==> src/rtl/lc3b_types.sv <==
// lc3b_types: shared word type and arbiter state encoding
package lc3b_types;

    typedef logic [15:0] lc3b_word;

    typedef enum logic [1:0] {
        IDLE,
        IF_ACT,
        MEM_ACT,
        DONE
    } lc3b_arb_state;

endpackage

==> src/rtl/arb_starve_counter.sv <==
// arb_starve_counter: counts back-to-back MEM grants made while IF waits, saturating at the limit
module arb_starve_counter #(
    parameter int STARVE_LIMIT = 4
) (
    input  logic clk,
    input  logic rst,
    input  logic mem_grant,
    input  logic if_grant,
    input  logic if_pending,
    output logic starve
);

    localparam int SW = $clog2(STARVE_LIMIT + 1);

    logic [SW-1:0] streak;

    // streak grows only while IF is kept waiting; any IF grant or uncontended MEM grant clears it
    always_ff @(posedge clk) begin
        if (rst || if_grant || (mem_grant && !if_pending))
            streak <= '0;
        else if (mem_grant && !starve)
            streak <= streak + 1'b1;
    end

    assign starve = streak == SW'(STARVE_LIMIT);

endmodule

==> src/rtl/mem_arbiter.sv <==
// mem_arbiter: serialises IF and MEM client requests onto one physical memory port
module mem_arbiter
    import lc3b_types::*;
#(
    parameter int STARVE_LIMIT = 4
) (
    input  logic        clk,
    input  logic        rst,
    input  lc3b_word    if_memaddr,
    input  logic [1:0]  if_mem_byte_enable,
    input  logic        if_memread,
    output logic        if_mem_resp,
    output lc3b_word    if_mem_rdata,
    input  lc3b_word    mem_memaddr,
    input  logic [1:0]  mem_mem_byte_enable,
    input  logic        mem_memread,
    input  logic        mem_memwrite,
    input  lc3b_word    mem_mem_wdata,
    output logic        mem_mem_resp,
    output lc3b_word    mem_mem_rdata,
    output lc3b_word    pmem_address,
    output logic [1:0]  pmem_byte_enable,
    output logic        pmem_read,
    output logic        pmem_write,
    output lc3b_word    pmem_wdata,
    input  lc3b_word    pmem_rdata,
    input  logic        pmem_resp
);

    lc3b_arb_state state, next_state;
    lc3b_word      rdata_q;
    logic          gnt_if;
    logic          mem_grant, if_grant, starve;

    // grant decision is only made in IDLE; MEM wins unless IF has been starved
    always_comb begin
        mem_grant  = (state == IDLE) && (mem_memread || mem_memwrite) && (!if_memread || !starve);
        if_grant   = (state == IDLE) && if_memread && !mem_grant;
        next_state = (state == IDLE) ? (mem_grant ? MEM_ACT : if_grant ? IF_ACT : IDLE) :
                     (state == DONE) ? IDLE :
                     pmem_resp       ? DONE : state;
    end

    // state register
    always_ff @(posedge clk) begin
        if (rst)
            state <= IDLE;
        else
            state <= next_state;
    end

    // latch the granted request onto pmem_*, then capture read data on completion
    always_ff @(posedge clk) begin
        if (rst) begin
            pmem_address     <= '0;
            pmem_byte_enable <= '0;
            pmem_wdata       <= '0;
            pmem_read        <= 1'b0;
            pmem_write       <= 1'b0;
            rdata_q          <= '0;
            gnt_if           <= 1'b0;
        end else if (mem_grant) begin
            pmem_address     <= mem_memaddr;
            pmem_byte_enable <= mem_mem_byte_enable;
            pmem_wdata       <= mem_memwrite ? mem_mem_wdata : '0;
            pmem_write       <= mem_memwrite;
            pmem_read        <= !mem_memwrite;
            gnt_if           <= 1'b0;
        end else if (if_grant) begin
            pmem_address     <= if_memaddr;
            pmem_byte_enable <= if_mem_byte_enable;
            pmem_wdata       <= '0;
            pmem_write       <= 1'b0;
            pmem_read        <= 1'b1;
            gnt_if           <= 1'b1;
        end else if ((state == IF_ACT || state == MEM_ACT) && pmem_resp) begin
            rdata_q          <= pmem_write ? '0 : pmem_rdata;
            pmem_read        <= 1'b0;
            pmem_write       <= 1'b0;
        end
    end

    assign if_mem_resp   = (state == DONE) && gnt_if;
    assign mem_mem_resp  = (state == DONE) && !gnt_if;
    assign if_mem_rdata  = if_mem_resp ? rdata_q : '0;
    assign mem_mem_rdata = mem_mem_resp ? rdata_q : '0;

    arb_starve_counter #(.STARVE_LIMIT(STARVE_LIMIT)) u_starve (
        .clk        (clk),
        .rst        (rst),
        .mem_grant  (mem_grant),
        .if_grant   (if_grant),
        .if_pending (if_memread),
        .starve     (starve)
    );

endmodule

==> config.mk <==
export PLATFORM = sky130hd
export DESIGN_NAME = mem_arbiter
export DESIGN_NICKNAME = d
export VERILOG_FILES = /design/src/rtl/lc3b_types.sv /design/src/rtl/arb_starve_counter.sv /design/src/rtl/mem_arbiter.sv
export SDC_FILE = /design/constraint.sdc
export NUM_CORES = 1
export LEC_CHECK = 0
export ABC_AREA = 1
export BUFFER_PORTS_ARGS = -buffer_cell sky130_fd_sc_hd__buf_2
export CORE_UTILIZATION = 51
export CTS_CLUSTER_SIZE = 12
export DETAILED_ROUTE_END_ITERATION = 7
export PLACE_DENSITY_LB_ADDON = 0.05
export SYNTH_ARGS = -nofsm -noshare
export SYNTH_HDL_FRONTEND = slang
export SYNTH_SLANG_ARGS = --single-unit
==> constraint.sdc <==
create_clock -name clk -period 3.9 [get_ports clk]
set_clock_uncertainty 0.2 [all_clocks]
set_input_delay 0 -clock clk [delete_from_list [all_inputs] [get_ports clk]]
set_output_delay 0 -clock clk [all_outputs]
set_load 0.03 [all_outputs]
# After elaboration in Yosys (flattened, before gate mapping)
# Cells that the tools add are included.
# op_classes
div_mod_pow,0
eq_ne,4
muxes,20
addsub,1
n_mul,0
n_lt_le_gt_ge,0
shift,0
reduce_logical,25
bitwise_logic,2
# ops
op,n
$mux 16,8
$mux 2,6
$logic_and 1x1->1,9
$mux 1,6
$reduce_bool 3->1,2
$logic_not 1->1,5
$logic_or 1x1->1,5
$eq 2x2->1 const B,2
$add 3x1->3 const B,1
$eq 3x3->1 const B,1
$reduce_and 3->1,1
$eq 2x1->1 const B,1
$logic_not 2->1,1
$not 1->1,2
$reduce_bool 2->1,1
$reduce_or 2->1,1
# word_totals
reg_bits,58
out_inout_bits,70
mem_count,0
latchBits,0
wordCells,61
in_bits,74
ramBits,0
rom_bits,0

# Longest topological paths before layout
# Gate-level depths: netlist of run 1.
# logic_depth
depth_word,9
depth_mapped,10
mapped_depth_nobuf,9

# By module
# A second synthesis of run 1 with hierarchy kept.
# hier_totals
hier_cells,543
area_unflattened_um2,3275.6
# modules_own_cells
module,area_each_um2,instances,seq_area_each_um2,cells_each
mem_arbiter,3072.9,1,1101.1,511
arb_starve_counter,202.7,1,60.1,32

# Least setup slack after synthesis of run 1
# Ideal clock, no wire load.
# synth_timing
path_type,register to output
start,register state[0]
end,output port mem_mem_rdata[10]
path_buffers,1
path_stages_with_launch,7
slack_ps,1857
arrival_ps,1843
required_time_ps,3700
cell_sequence,dfxtp_1 > ha_1 > inv_1 > nor2_1 > inv_1 > clkbuf_1 > nor2_1
# synth_via
elab_chain_cells,3
# synth_rtl
item,line_no,source
"start, declared",mem_arbiter.sv:30,"lc3b_arb_state state, next_state;"
"start signal, assigned",mem_arbiter.sv:49,state <= next_state;
$eq 2x2->1,mem_arbiter.sv:84,assign mem_mem_resp = (state == DONE) && !gnt_if;
$logic_and 1x1->1,mem_arbiter.sv:84,
named net mem_mem_resp,mem_arbiter.sv:19,"output logic mem_mem_resp,"
$mux 16,mem_arbiter.sv:86,assign mem_mem_rdata = mem_mem_resp ? rdata_q : '0;
"end, declared",mem_arbiter.sv:20,"output lc3b_word mem_mem_rdata,"
# The timed path passes the listed nets, and every way through them passes these cells.

# Worst setup path after layout of run 1
# layout_timing
start,register state[0]
end,register pmem_wdata[1]
# layout_via
elab_chain_cells,6
word_cells_on_any_way,8
cone_classes,mux: 1; reduce/logical: 7
# layout_rtl
item,line_no,source
$logic_not 2->1 *,"mem_arbiter.sv:37, mem_arbiter.sv:38",
$logic_and 1x1->1 (2 in a row),mem_arbiter.sv:37,mem_grant = (state == IDLE) && (mem_memread || mem_memwrite) && (!if_memread || !starve);
$logic_not 1->1,mem_arbiter.sv:38,if_grant = (state == IDLE) && if_memread && !mem_grant;
$logic_and 1x1->1,mem_arbiter.sv:38,
$reduce_bool 2->1 (no line),--,
"end signal, assigned",mem_arbiter.sv:65,pmem_wdata <= mem_memwrite ? mem_mem_wdata : '0;
"end, declared",mem_arbiter.sv:25,"output lc3b_word pmem_wdata,"
# Mark *: on every way between the ends. The rest lies on a longest branch, timed or not.
# A chain may end at the register's enable or synchronous reset.

==> summary.md, run 1 <==
| Metric | Value |
|---|---|
| Final Hold Slack | 0.09826 ns |
| Worst Tran Pin Value | 1.020 ns |
| Slew Viols, Final | 0 |
| Drt drc | 0 |
| Worst skew pair latency | 0.34 ns |
| Worst Setup Path Type | register to register |
| Ys Warns | 0 |
| Initial antenna violation count | 0 |
| Die ar. | 0.006609 sq mm |
| Leakage power | 2.854 nW |
| Ratio of final minimum period to clock period | 0.8798 |
| Mapped cell area | 0.003207 sq mm |
| CP endpoint kind | register |
| Pwr Density | 684.7 mW/mm^2 |
| DRT Wirelength | 11.48 mm |
| Area Growth Syn to Fin | 62.27% |
| Placed instance count | 695 |
| Hold Crit Start | mem_memwrite |
| CORE AREA | 0.005991 sq mm |
| Pre-antenna DRT Iters | 7 |
| Req. time, crit path | 3.99 ns |
| FF-to-FF path depth | 8 |
| Via density | 5.249 |
| Clk slew on worst S/H paths | 0.07 ns |
| Fin. Hold Viols | 0 |
| CTS buffer count | 9 |
| Final Power | 3.563 mW |
| Area of the multi-input gates | 0.001491 sq mm |
| Avg WL per Cell | 13.97 microns |
| Register area | 0.001161 sq mm |
| Post-synthesis register bit count | 58 |
| All-Layer GR Usage | 0.3692 |
| Mapped Cells | 510 |
| # Post-CTS Setup Buffers | 0 |
| Total vias in the final route | 4,315 |
| Vert. Die Dim | 81.30 microns |
| Num rows | 28 |
| Non-Filler Instances | 822 |
| First-pass GRT wire length | 18.65 mm |
| Antenna diodes | 0 |
| Final std cell area, no fill | 0.005204 sq mm |
| Fmax | 291.4 MHz |
| Max-Cap Viols | 0 |
| R2r setup slk | 0.47 ns |
| Hold Crit Class | input port to register |
| Number of global-route vias before repair | 4,078 |
| Reg2reg start | state[0] |
| WHS Endpoint | pmem_read |
| Fin nets | 820 |
| Slew headroom | 0.3192 |
| RR Endpoint | pmem_wdata[1] |
| Setup_tns | 0 ns |
| RePlAce Congestion | 0.8312 |
| WHS Path Cells | 4 |
| Synth Area per Inst | 6.288 sq um |
| CTS tree | done |
| RSZ-0062 raised after global routing | false |
| Final setup vio count | 0 |
| Grt total ovfl | 0 |
| Commonest non-fill, non-tap cell in the layout | buf_2 |
| Fillers | 371 |
| Port Buffer Count | 143 |
| # IOs | 144 |
| H-tree depth | 3 |
| Adder-Cell Fraction of Synth Area | 0.01561 |
| Mux share of post-synthesis cell area | 0 |
| Post-synthesis simple-gate area fraction | 0.4120 |
| Die X-Extent | 81.30 microns |
| Syn Nets | 588 |
| Clock period minus worst slack | 3.431 ns |
| Post-DRT Antenna Nets | 0 |
| CTS Buffer Depth | 2 |
| CTS Root Cell | clkbuf_8 |
| Layout cells sized above 1 | 0.2249 |
| CP Max Fanout | 41 |
| Initial Utilization | 0.5353 |
| Largest family of logic cells by synthesized area | simple AND/OR/NAND/NOR gates |
| Sequential fraction of the synthesis area | 0.3621 |
| Unique masters post-synth | 21 |
| Synth Area in Compound Gates | 0.03746 |
| Critical path startpoint category | register |
| Most frequent cells in the layout | buf_2, nand2_1, dlygate4sd3_1, inv_1, nand3_1 |
| Initial DRC count | 377 |
| Area post-placement | 0.003841 sq mm |
| Maximum vdd drop | 456.8 uV |
| Cts repair resizes | 0 |
| Dpl hpwl | 5.501 mm |
| Sink Count | 58 |
| Status | complete, no violations |
| Worst EP arrival | 3.52 ns |
| Largest net degree at the start of global routing | 56 |
| Post-Synth XOR/XNOR Area | 0 |
[power breakdown]
part	internal, mW	switching [mW]	total [mW]
Clock	0.457	0.254	0.711
Combinational	0.726	1.25	1.97
Sequential	0.785	0.0936	0.878
Total	1.97	1.60	3.56
[area by class of cell]
cell class	count	share of cell area
clock buffer	11	0.02909
clock inverter	5	0.01924
inverter	101	0.07285
multi-input combinational	318	0.2866
sequential	58	0.2231
tap	75	0.01803
timing repair buffer	254	0.3510
[synth_stat cells]
cell type / count / area, sq um
buf_2: 14 / 70.07
nand3_2: 1 / 10.01
nor2_4: 1 / 11.26
clkinv_1: 1 / 3.750
buf_1: 2 / 7.510
nand3_1: 76 / 380.4
nand4_1: 34 / 212.7
inv_1: 98 / 367.9
clkbuf_1: 11 / 41.29
ha_1: 4 / 50.05
nand2_4: 3 / 33.78
a21oi_1: 21 / 105.1
nor2_1: 54 / 202.7
o21ai_0: 3 / 15.01
buf_6: 3 / 33.78
dfxtp_1: 58 / 1161
inv_2: 2 / 7.510
nand2_2: 1 / 6.260
nand2_1: 119 / 446.7
buf_4: 3 / 22.52
nand3_4: 1 / 17.52
[cell families after synthesis]
kind of cell	count (synthesis)
AOI/OAI and AO/OA	24
adders and majority gates	4
buffers and inverters	134
DFF	58
and+or+nand+nor	290
[critical path, cell delays in order (launching register included)]
cell and delay (ns):
dfxtp_1 0.34, inv_1 0.06, ha_1 0.35, inv_2 0.09, nor2_4 0.72, nand4_1 0.26
dlygate4sd3_1 0.65, a21oi_1 0.15, dlygate4sd3_1 0.56
[sequential cells by signal, summed over array words and instances (netlist names)]
| register | flops |
|---|---|
| pmem_wdata | 16 |
| rdata_q | 16 |
| state | 2 |
| pmem_write | 1 |
| pmem_byte_enable | 2 |
| gnt_if | 1 |
| pmem_read | 1 |
| u_starve.streak | 3 |
| pmem_address | 16 |
[how the worst max path moves through the flow]
| stage | from | to | cells after the start |
|---|---|---|---|
| 2_1_floorplan | state[0] | mem_mem_rdata[10] | 6 |
| 3_3_place_gp | u_starve.streak[0] | u_starve.streak[0] | 7 |
| 3_5_place_dp | u_starve.streak[0] | u_starve.streak[0] | 7 |
| 4_1_cts | u_starve.streak[0] | pmem_address[12] | 9 |
| 5_1_grt | state[0] | pmem_wdata[8] | 8 |
| 6_report | state[0] | pmem_wdata[1] | 8 |
[per-stage QoR]
stage | utilization | setup slack, ns
2_1_floorplan | - | 1.857
3_3_place_gp | 0.6412 | 1.247
3_5_place_dp | 0.6412 | 1.118
4_1_cts | 0.8686 | 0.6725
5_1_grt | 0.8686 | 0.2390
6_report | 0.8686 | 0.4686
[repair_timing]
action	CTS	global route
setup endpoints to repair	0	0
hold buffers	111	0
endpoints found under the hold margin	57	0
[layer usage]
| layer | wire, microns | share of wire | vias up | GRT usage |
|---|---|---|---|---|
| met4 | 500 | 0.044 | 0 | 0.2179 |
| met5 | 0 | 0 | - | 0 |
| met3 | 868 | 0.076 | 56 | 0.07079 |
| met2 | 5838 | 0.51 | 257 | 0.6633 |
| li1 | - | - | 2044 | - |
| met1 | 4276 | 0.37 | 1958 | 0.3975 |
No activity file was read; power rests on OpenSTA's default activity.
==> run 2, diff against run 1 <==
--- a/config.mk
+++ b/config.mk
@@ -7,6 +7,8 @@
 export LEC_CHECK = 0
 export ABC_AREA = 1
 export BUFFER_PORTS_ARGS = -buffer_cell sky130_fd_sc_hd__buf_2
+export CORE_ASPECT_RATIO = 1.1
+export CORE_MARGIN = 2
 export CORE_UTILIZATION = 51
 export CTS_CLUSTER_SIZE = 12
 export DETAILED_ROUTE_END_ITERATION = 7
==> run 2 against run 1 <==
Net effect: register-to-register slack improved by 0.10 ns; via count decreased by 3.4%; utilization shrank 1.9 points; clock-buffer cell count rose by 1; largest power group unchanged; wire length fell by 2.5%; non-clock buffer count unchanged; sequential power hardly changed; clock power shrank 6.3%; final cell count grew 0.61%.
==> summary.md, run 2 (synthesis results as in run 1) <==
| Metric | Value |
|---|---|
| Initial DRC count | 272 (was 377) |
| H-tree depth | 3 (unchanged) |
| Grt total ovfl | 0 (unchanged) |
| Worst Setup Path Type | register to register (unchanged) |
| Number of global-route vias before repair | 3,786 (was 4,078) |
| Port Buffer Count | 143 (unchanged) |
| Routed met2 length | 5.668 mm (was 5.838 mm) |
| Post-DRT Antenna Nets | 0 (unchanged) |
| Via density | 5.041 (was 5.249) |
| CP endpoint kind | register (unchanged) |
| Setup_tns | 0 ns (unchanged) |
| Hold Crit Start | mem_memread (was mem_memwrite) |
| All-Layer GR Usage | 0.3142 (was 0.3692) |
| # IOs | 144 (unchanged) |
| Final setup vio count | 0 (unchanged) |
| Initial Utilization | 0.5241 (was 0.5353) |
| Slew headroom | 0.3235 (was 0.3192) |
| Cell Int Power | 1.923 mW (was 1.968 mW) |
| CTS Root Cell | clkbuf_8 (unchanged) |
| Reg2reg start | state[0] (unchanged) |
| Fmax | 300.4 MHz (was 291.4 MHz) |
| Sequential share of power | 0.250 (was 0.246) |
| Met3 routed WL | 804 microns (was 868 microns) |
| First-pass GRT wire length | 17.31 mm (was 18.65 mm) |
| Critical path startpoint category | register (unchanged) |
| Sink Count | 58 (unchanged) |
| Max-Cap Viols | 0 (unchanged) |
| Hold Crit Class | input port to register (unchanged) |
| Place WS | 1.135 ns (was 1.118 ns) |
| Top Registers | pmem_address (16), pmem_wdata (16), rdata_q (16) (unchanged) |
| Ratio of final minimum period to clock period | 0.8536 (was 0.8798) |
| Die X-Extent | 79.61 microns (was 81.30 microns) |
| Final Power | 3.495 mW (was 3.563 mW) |
| Antenna diodes | 0 (unchanged) |
| Drt drc | 0 (unchanged) |
| Final Hold Slack | 0.1269 ns (was 0.09826 ns) |
| Worst setup margin | 0.5710 ns (was 0.4686 ns) |
| CP Max Fanout | 41 (unchanged) |
| Met1 WL | 4.426 mm (was 4.276 mm) |
| Worst Tran Pin Value | 1.014 ns (was 1.020 ns) |
| Most frequent cells in the layout | buf_2, nand2_1, dlygate4sd3_1, inv_1, nand3_1 (unchanged) |
| Largest net degree at the start of global routing | 56 (unchanged) |
| WHS Endpoint | gnt_if (was pmem_read) |
| Leakage power | 2.842 nW (was 2.854 nW) |
| Commonest non-fill, non-tap cell in the layout | buf_2 (unchanged) |
| Worst skew pair latency | 0.34 ns (about the same) |
| FF-to-FF path depth | 8 (unchanged) |
| R2r setup slk | 0.57 ns (was 0.47 ns) |
| Worst EP arrival | 3.42 ns (was 3.52 ns) |
| Clock share of power | 0.191 (was 0.200) |
| Vert. Die Dim | 87.17 microns (was 81.30 microns) |
| Fin. Hold Viols | 0 (unchanged) |
| Req. time, crit path | 3.99 ns (about the same) |
| Dpl hpwl | 5.563 mm (was 5.501 mm) |
| Highest routed metal layer | met4 (unchanged) |
| Area Growth Syn to Fin | 62.04% (was 62.27%) |
| Pre-antenna DRT Iters | 5 (was 7) |
| CTS tree | done (unchanged) |
| Maximum vdd drop | 632.2 uV (was 456.8 uV) |
| Status | complete, no violations (unchanged) |
| RR Endpoint | pmem_wdata[5] (was pmem_wdata[1]) |
| Total vias in the final route | 4,169 (was 4,315) |
| DRT Wirelength | 11.20 mm (was 11.48 mm) |
| CTS buffer count | 9 (unchanged) |
| Clock period minus worst slack | 3.329 ns (was 3.431 ns) |
| Switching fraction of total power | 0.4498 (was 0.4477) |
| RePlAce Congestion | 0.7953 (was 0.8312) |
| RSZ-0062 raised after global routing | false (unchanged) |
| Slew Viols, Final | 0 (unchanged) |
| Comb pwr share | 0.559 (was 0.554) |
| WHS Path Cells | 4 (unchanged) |
| Avg WL per Cell | 13.54 microns (was 13.97 microns) |
| Clk slew on worst S/H paths | 0.08 ns (was 0.07 ns) |
| Pwr Density | 672.6 mW/mm^2 (was 684.7 mW/mm^2) |
| Switching pwr | 1.572 mW (was 1.595 mW) |
| Layout cells sized above 1 | 0.2249 (unchanged) |
| CTS Buffer Depth | 2 (unchanged) |
| CORE AREA | 0.006118 sq mm (was 0.005991 sq mm) |
| Num rows | 30 (was 28) |
| Die ar. | 0.006939 sq mm (was 0.006609 sq mm) |
| Initial antenna violation count | 0 (unchanged) |
| Fin nets | 820 (unchanged) |
## run 2: what timing repair did
action / CTS / global route
hold endpoints to repair: 57 / 0
setup buffers: 0 / 0
hold buffers: 111 / 0
gates resized for setup: 0 / 0
## run 2: through the flow
step	area, sq um	std cells	utilization
floorplan	3207	510	-
global placement	3847	700	0.6288
finish	5196	827	0.8493
detailed placement	3847	700	0.6288
global route	5196	827	0.8493
CTS	5196	827	0.8493
## run 2: area by class of cell
type                    instances  area, sq um
multi-input cells             318         1491
inverters                     101        379.1
well taps                      80        100.1
fillers                       389        922.1
repair buffers                254         1827
clock buffers                  12        165.2
flip-flops and latches         58         1161
clock inverters                 4        72.57
## run 2: worst max-delay path by stage
stage / slack [ns] / startpoint / depth (start not counted) / endpoint
detailed placement: 1.14 / u_starve.streak[0] / 7 / u_starve.streak[1]
finish: 0.57 / state[0] / 8 / pmem_wdata[5]
CTS: 0.67 / u_starve.streak[0] / 9 / pmem_address[6]
global route: 0.39 / state[0] / 8 / pmem_wdata[2]
global placement: 1.24 / u_starve.streak[0] / 7 / u_starve.streak[1]
floorplan: 1.86 / state[0] / 6 / mem_mem_rdata[10]
## run 2: power groups by stage
stage,clock network [mW],logic (mW),registers (mW)
2_1_floorplan,0,1.05,1.11
3_3_place_gp,0,1.55,0.874
3_5_place_dp,0,1.58,0.879
4_1_cts,0.664,1.90,0.868
5_1_grt,0.698,2.13,0.892
6_report,0.666,1.95,0.875
## run 2: per-layer routing
metal	vias to the layer above	GRT usage
li1	2042	-
met5	-	0
met3	32	0.04253
met4	0	0.1301
met1	1881	0.3634
met2	214	0.5768
## run 2: worst max-delay path, cell delays in order, from the launching register on
cell and delay [ns]:
dfxtp_1 0.33, inv_1 0.06, ha_1 0.32, inv_2 0.08, nor2_4 0.72, nand4_1 0.23, dlygate4sd3_1 0.66, a21oi_1 0.13
dlygate4sd3_1 0.56
